### src/rtl/icap_warmboot.sv
// icap_warmboot -- warm-boot reboot sequencer for the ICAPE2 (X32) port.
//
// Once a boot request is accepted it issues one IPROG command frame so the
// FPGA reconfigures from the image at WBSTAR, then parks in DONE until reset.
//
// Build option: WARMBOOT_DELAY_EN
//   defined     -> a BOOT_DELAY-cycle hold-off (DELAY state) runs before the frame
//   not defined -> IDLE goes straight to SETUP; BOOT_DELAY is unused
//
// Ports:
//   clk_48mhz   in   1   sole clock
//   reset       in   1   synchronous, active-high
//   boot        in   1   reboot request, level-sampled in IDLE only
//   icap_csib   out  1   ICAPE2 CSIB (active low)
//   icap_rdwrb  out  1   ICAPE2 RDWRB (0 = write)
//   icap_i      out  32  ICAPE2 I, bit-swapped within each byte
//   busy        out  1   high from request acceptance until reset
//
// state | meaning
// IDLE  | waiting for boot
// DELAY | hold-off down-counter running (only with WARMBOOT_DELAY_EN)
// SETUP | one cycle with RDWRB low ahead of CSIB assertion
// WRITE | nine frame words, one per cycle
// DONE  | CSIB released, RDWRB released a cycle later; terminal

module icap_warmboot #(
  parameter logic [31:0] WBSTAR     = 32'h0040_0000,
  parameter int          BOOT_DELAY = 4_800_000
) (
  input  logic        clk_48mhz,
  input  logic        reset,
  input  logic        boot,
  output logic        icap_csib,
  output logic        icap_rdwrb,
  output logic [31:0] icap_i,
  output logic        busy
);

  typedef enum logic [2:0] {
    S_IDLE  = 3'd0,
    S_DELAY = 3'd1,
    S_SETUP = 3'd2,
    S_WRITE = 3'd3,
    S_DONE  = 3'd4
  } state_t;

  state_t      state, state_nxt;
  logic [3:0]  idx, idx_nxt;
  logic        csib_nxt, rdwrb_nxt, busy_nxt;
  logic [31:0] data_nxt;

  // ICAP expects each byte bit-reversed relative to the bitstream word.
  function automatic logic [31:0] bswap(input logic [31:0] w);
    logic [31:0] r;
    for (int k = 0; k < 4; k++)
      for (int j = 0; j < 8; j++)
        r[8*k+j] = w[8*k+7-j];
    return r;
  endfunction

  function automatic logic [31:0] frame_word(input logic [3:0] n);
    logic [31:0] w;
    case (n)
      4'd0:    w = 32'hFFFF_FFFF;  // dummy
      4'd1:    w = 32'hAA99_5566;  // sync
      4'd2:    w = 32'h2000_0000;  // NOOP
      4'd3:    w = 32'h3002_0001;  // write WBSTAR
      4'd4:    w = WBSTAR;
      4'd5:    w = 32'h2000_0000;  // NOOP
      4'd6:    w = 32'h3000_8001;  // write CMD
      4'd7:    w = 32'h0000_000F;  // IPROG
      4'd8:    w = 32'h2000_0000;  // NOOP
      default: w = 32'hFFFF_FFFF;
    endcase
    return bswap(w);
  endfunction

`ifdef WARMBOOT_DELAY_EN
  localparam int CW = (BOOT_DELAY > 1) ? $clog2(BOOT_DELAY) : 1;
  logic [CW-1:0] cnt, cnt_nxt;

  always_ff @(posedge clk_48mhz) begin
    if (reset) cnt <= '0;
    else       cnt <= cnt_nxt;
  end
`else
  logic unused_delay;
  assign unused_delay = ^BOOT_DELAY;
`endif

  always_ff @(posedge clk_48mhz) begin
    if (reset) begin
      state <= S_IDLE;
      idx   <= '0;
    end else begin
      state <= state_nxt;
      idx   <= idx_nxt;
    end
  end

  always_comb begin
    state_nxt = state;
    idx_nxt   = idx;
`ifdef WARMBOOT_DELAY_EN
    cnt_nxt   = cnt;
`endif
    case (state)
      S_IDLE: begin
        if (boot) begin
`ifdef WARMBOOT_DELAY_EN
          state_nxt = S_DELAY;
          cnt_nxt   = CW'(BOOT_DELAY - 1);
`else
          state_nxt = S_SETUP;
`endif
        end
      end
`ifdef WARMBOOT_DELAY_EN
      S_DELAY: begin
        if (cnt == '0) state_nxt = S_SETUP;
        else           cnt_nxt   = cnt - 1'b1;
      end
`endif
      S_SETUP: begin
        idx_nxt   = '0;
        state_nxt = S_WRITE;
      end
      S_WRITE: begin
        if (idx == 4'd8) state_nxt = S_DONE;
        else             idx_nxt   = idx + 4'd1;
      end
      S_DONE:  state_nxt = S_DONE;
      default: state_nxt = S_IDLE;
    endcase
  end

  // Outputs are registered from the current state, so they trail the state
  // register by one edge; busy alone is taken at the accepting edge.
  always_comb begin
    csib_nxt  = 1'b1;
    rdwrb_nxt = 1'b1;
    data_nxt  = 32'hFFFF_FFFF;
    busy_nxt  = busy | ((state == S_IDLE) & boot);
    case (state)
      S_SETUP: rdwrb_nxt = 1'b0;
      S_WRITE: begin
        csib_nxt  = 1'b0;
        rdwrb_nxt = 1'b0;
        data_nxt  = frame_word(idx);
      end
      // RDWRB follows CSIB with one cycle of lag, so it stays low for the
      // edge on which CSIB deasserts and rises on the next.
      S_DONE:  rdwrb_nxt = icap_csib;
      default: ;
    endcase
  end

  always_ff @(posedge clk_48mhz) begin
    if (reset) begin
      icap_csib  <= 1'b1;
      icap_rdwrb <= 1'b1;
      icap_i     <= 32'hFFFF_FFFF;
      busy       <= 1'b0;
    end else begin
      icap_csib  <= csib_nxt;
      icap_rdwrb <= rdwrb_nxt;
      icap_i     <= data_nxt;
      busy       <= busy_nxt;
    end
  end

endmodule

### config.mk
export PLATFORM = sky130hd
export DESIGN_NAME = icap_warmboot
export DESIGN_NICKNAME = d
export VERILOG_FILES = /design/src/rtl/icap_warmboot.sv
export SDC_FILE = /design/constraint.sdc
export NUM_CORES = 1
export LEC_CHECK = 0
export CORE_MARGIN = 2
export CORE_UTILIZATION = 45
export CTS_CLUSTER_DIAMETER = 150
export DETAILED_ROUTE_END_ITERATION = 6
export HOLD_SLACK_MARGIN = 0.08
export PLACE_DENSITY = 0.91
export SYNTH_ARGS = -nofsm -noshare
export SYNTH_HDL_FRONTEND = slang
export SYNTH_SLANG_ARGS = --single-unit
export TNS_END_PERCENT = 1
### constraint.sdc
create_clock -name clk_48mhz -period 3.04 [get_ports clk_48mhz]
set_clock_uncertainty 0.2 [all_clocks]
set_input_delay 0.304 -clock clk_48mhz [delete_from_list [all_inputs] [get_ports clk_48mhz]]
set_output_delay 0.304 -clock clk_48mhz [all_outputs]
set_load 0.005 [all_outputs]
After elaboration in Yosys (flattened, before gate mapping)
Memories as Yosys holds them, arrays and structs flattened. A register that Yosys moved wholly into a read port is not among the register bits.
Index checks and enable logic that the tools add are counted.
W data, S select, Z words.
{"block": "totals", "reg_bits": 10, "romBits": 512, "in_bits": 3, "out_inout_bits": 35, "word_cells": 30, "mem_count": 1}
{"name": "(name not given)", "words": 16, "width": 32, "read_ports": 1, "rd_ports_with_merged_regs": 1, "write_ports": 0, "line": "63", "text": "case (n)"}
{"block": "classes", "addsub": 1, "n_eq_ne": 7, "mux": 7, "bitwise_logic": 3, "n_reduce_logical": 6}
{"operator": "$pmux W3 S4", "n": 1}
{"operator": "$pmux W4 S2", "n": 1}
{"operator": "$eq A3 B2 Y1 const B", "n": 2}
{"operator": "$mux W3", "n": 2}
{"operator": "$ne A2 B2 Y1 const B", "n": 3}
{"operator": "$add A4 B1 Y4 const B", "n": 1}
{"operator": "$eq A4 B4 Y1 const B", "n": 1}
{"operator": "$mux W4", "n": 1}
{"operator": "$reduce_and A2 Y1", "n": 2}
{"operator": "$reduce_or A2 Y1", "n": 2}
{"operator": "$eq A3 B3 Y1 const B", "n": 1}
{"operator": "$logic_not A3 Y1", "n": 1}
{"operator": "$pmux W1 S2", "n": 1}
{"operator": "$reduce_bool A2 Y1", "n": 1}
{"operator": "$and A1 B1 Y1", "n": 1}
{"operator": "$mux W1", "n": 1}
{"operator": "$not A1 Y1", "n": 1}
{"operator": "$or A1 B1 Y1", "n": 1}

Logic depth before layout (Yosys ltp)
{"block": "logic_depth", "depth_word": 3, "ltp_mapped": 6, "mapped_depth_nobuf": 5}

Worst setup path before layout
Ideal clock, no wire load.
{"block": "synth_path", "kind": "reg-to-reg", "startpoint": "reg idx[1]", "endpoint": "reg idx[2]", "setup_time_ns": 0.070, "arrival_ns": 1.428, "required_ns": 2.770, "setup_slack_ns": 1.341, "stages_incl_launch_ff": 6, "path_buffers": 0, "period_less_slack_ns": 1.699, "cell_sequence": "dfxtp_1 > inv_1 > ha_1 > and3b_1 > or4_1 > a21oi_1"}
{"block": "synth_between", "elab_chain_cells": 3, "elab_cells_between_ends": 6, "classes_between": "add/sub: 1; eq/ne: 2; mux: 2; reduce/logical: 1"}
{"element": "from (decl)", "line": "48", "text": "logic [3:0] idx, idx_nxt;"}
{"element": "from (signal assigned)", "line": "97", "text": "idx <= idx_nxt;"}
{"element": "$add A4 B1 Y4 / $eq A4 B4 Y1 (equally long branches)", "line": "130, 129"}
{"element": "$mux W4 / $ne A2 B2 Y1 (equally long branches)"}
{"element": "$pmux W4 S2 / $reduce_and A2 Y1 (equally long branches)"}
Several ways; a longest one is shown, not always the timed one. The select of a mux whose other input is x is not followed.
A chain may end at the register's enable or synchronous reset.

Worst setup path in the final report
Ends and elaborated chain as after synthesis.

==> impl_metrics.tcl <==
set metrics [dict create \
    synthMuxAreaShare_pct 0 \
    endpoint_kind "flip-flop" \
    synth-seq-cells 20 \
    fp.dieW_um 51.37 \
    ir_drop_v 0.0002756 \
    yosys_warnings 0 \
    grt_pass1_vias 667 \
    syn_inst 117 \
    global_route.usage.total_pct 14.64 \
    die_area_mm2 0.002639 \
    synth-xor-area-share_pct 0 \
    syn-num-nets 124 \
    rsz0062_at_grt "no" \
    core_mm2 0.002170 \
    drv_cap 0 \
    period_needed_ns 2.002 \
    drc 0 \
    nNetsFinal 138 \
    reg2reg_to "idx[2]$_SDFFE_PP0P_" \
    fmax_mhz 499.4 \
    clkTransAtPathRegs_ns 0.11 \
    tightest_slew_ns 0.4345 \
    finalCritPeriodShare_pct 65.86 \
    rr_startpoint "idx[1]$_SDFFE_PP0P_" \
    ant_nets 0 \
    status "completed" \
    initial_core_util_pct 46.54 \
    layout_common_cells "clkdlybuf4s50_1, dfxtp_1, o21ai_0" \
    p_int_mw 0.3575 \
    tns_ns 0 \
    hold_depth 2 \
    syn_avg_cell_area_um2 8.630 \
    fillCellCount 194 \
    drt_iter0_drc 16 \
    cts_max_level 1 \
    hpwlAfterDp_um 1381 \
    crit_path_top_delay_cell "or4_1" \
    drt_wl_total_um 1890 \
    postLayoutCoreUtil_pct 57.96 \
    drive_gt1_share_pct 5.385 \
    wire_per_inst_um 11.96 \
    diodes 0 \
    hold_path_end "busy$_SDFF_PP0_" \
    synth_flop_cell "dfxtp_1" \
    r2r.worst_path.cells 5 \
    syn_to_final_growth_pct 24.54 \
    path_class "flip-flop to flip-flop" \
    via_per_inst 5.133 \
    row_count 17 \
    antenna_found_initial 0 \
    clkSinkCount 20 \
    cts_inserted_buffers 3 \
    grt_overflow 0 \
    drt-met1-wl_um 794 \
    regArea_um2 400.4 \
    pwr_density_cell_mw_per_mm2 367.7 \
    dr.pass1.iters 4 \
    setup_viol 0 \
    crit_chain "inv_1 > ha_1 > and3b_1 > or4_1 > a21oi_1" \
    synth_top_family_by_area "buffers and inverters" \
    syn_area_mm2 0.001010 \
    place.port_buffers 37 \
    p_clk_share_pct 33.8 \
    clock_latency_ns 0.31 \
    pin_count 38 \
    synth-simple-area-share_pct 18.96 \
    root_buffer "clkbuf_4" \
    die_y_um 51.37 \
    swShare_pct 22.68 \
    worst_path_largest_cell_delay_ns 0.49 \
    p_leak_nw 0.4539 \
    ys_seq_area_share_pct 39.65 \
    met2WireLength_um 883 \
    power_frac_seq_pct 59.2 \
    ctsHoldBuffers 0 \
    dr.max_layer_used "met4" \
    p_switching_mw 0.1049 \
    synth-async-reset-ratio_pct 0 \
    synth_edf_count 0 \
    start_kind "flip-flop" \
    r2r_slack_ns 1.04 \
    place_congestion 0.8035 \
    cts_setup_buffers 0 \
    maxSlewHeadroom_pct 70.99 \
    grt_first_pass_wirelength_um 2829 \
    num_vias 811 \
    maxSlewViolCount 0 \
    min_from "busy$_SDFF_PP0_" \
    cts_tree "built" \
    grt_max_degree 17 \
    synthAdderAreaFrac_pct 4.957 \
    worstPathMaxFanout 11 \
    p_comb_share_pct 7.0 \
    arrival_ns 2.05 \
    design_area_mm2 0.001257 \
    synth_compound_area_share_pct 14.99 \
    synth.distinct_cells 27 \
    hold_class "flip-flop to flip-flop" \
    place_area_mm2 0.001221 \
    clk_path_buf_depth 2 \
    cts_resized 0 \
    final_common_cell "clkdlybuf4s50_1" \
    multi_input_area_um2 392.9 \
    wl_met3_um 178 \
    final_hold_viol_count 0 \
    worstPathRequired_ns 3.08 \
]
-- worst max path at each step --
stage	start	end	slack, ns
after floorplan	idx[1]$_SDFFE_PP0P_	idx[2]$_SDFFE_PP0P_	1.34
after global placement	idx[1]$_SDFFE_PP0P_	idx[2]$_SDFFE_PP0P_	1.18
after detailed placement	idx[1]$_SDFFE_PP0P_	idx[2]$_SDFFE_PP0P_	1.06
after CTS	idx[1]$_SDFFE_PP0P_	idx[2]$_SDFFE_PP0P_	1.04
after global routing	idx[1]$_SDFFE_PP0P_	idx[2]$_SDFFE_PP0P_	0.92
final	idx[1]$_SDFFE_PP0P_	idx[2]$_SDFFE_PP0P_	1.04
-- synthesized netlist by cell type, types with 4 or more instances --
cell type / instances / area share [%]
a211oi_1: 6 / 4.5
a21oi_1: 5 / 2.5
buf_4: 22 / 16
clkbuf_1: 4 / 1.5
dfxtp_1: 20 / 40
ha_1: 4 / 5.0
inv_1: 4 / 1.5
nand2_1: 6 / 2.2
nand2b_1: 4 / 2.5
nand3_1: 6 / 3.0
nor2_1: 6 / 2.2
o21ai_0: 12 / 5.9
-- worst max-delay path, delay by kind of cell, from the launching register on --
kind | cells | cell delay [ns]
simple gates | 2 | 0.77
flops | 1 | 0.48
fa+ha+maj | 1 | 0.23
buf+inv | 1 | 0.10
compound gates | 1 | 0.16
-- cell families after synthesis --
family,after synthesis
compound gates,26
fa+ha+maj,4
buf+inv,33
flops,20
simple gates,34
-- layer usage --
layer	global-route usage, %	vias up
met5	0	-
met2	25.00	44
met4	7.895	0
li1	-	400
met3	5.848	6
met1	15.19	361
-- state kept, by name, indices dropped and copies added, names as in the netlist --
register and count:
busy 1, icap_csib 1, icap_i 10, icap_rdwrb 1
idx 4, state 3
-- power by group through the flow --
| stage | registers [mW] | logic [mW] | clock network, mW |
|---|---|---|---|
| 3_3_place_gp | 0.279 | 0.0310 | 0 |
| 6_report | 0.274 | 0.0324 | 0.156 |
| 2_1_floorplan | 0.277 | 0.0249 | 0 |
| 4_1_cts | 0.274 | 0.0329 | 0.157 |
| 5_1_grt | 0.275 | 0.0360 | 0.169 |
| 3_5_place_dp | 0.280 | 0.0326 | 0 |
-- stage by stage --
step | setup WS, ns | hold WS [ns] | total power, mW | instances
2_1_floorplan | 1.341 | 0.2451 | 0.3019 | 117
3_3_place_gp | 1.184 | 0.2602 | 0.3098 | 154
3_5_place_dp | 1.062 | 0.2677 | 0.3123 | 154
4_1_cts | 1.040 | 0.3027 | 0.4636 | 158
5_1_grt | 0.9196 | 0.3319 | 0.4800 | 158
6_report | 1.038 | 0.2963 | 0.4624 | 158
-- final cells by class --
class                      instances  share of cell area (%)
clock buffer                       4                   2.886
inverter                           4                   1.194
multi-input combinational         64                   31.24
sequential                        20                   31.84
tap                               28                   2.786
timing repair buffer              38                   30.05
(Power assumes the default switching activity.)
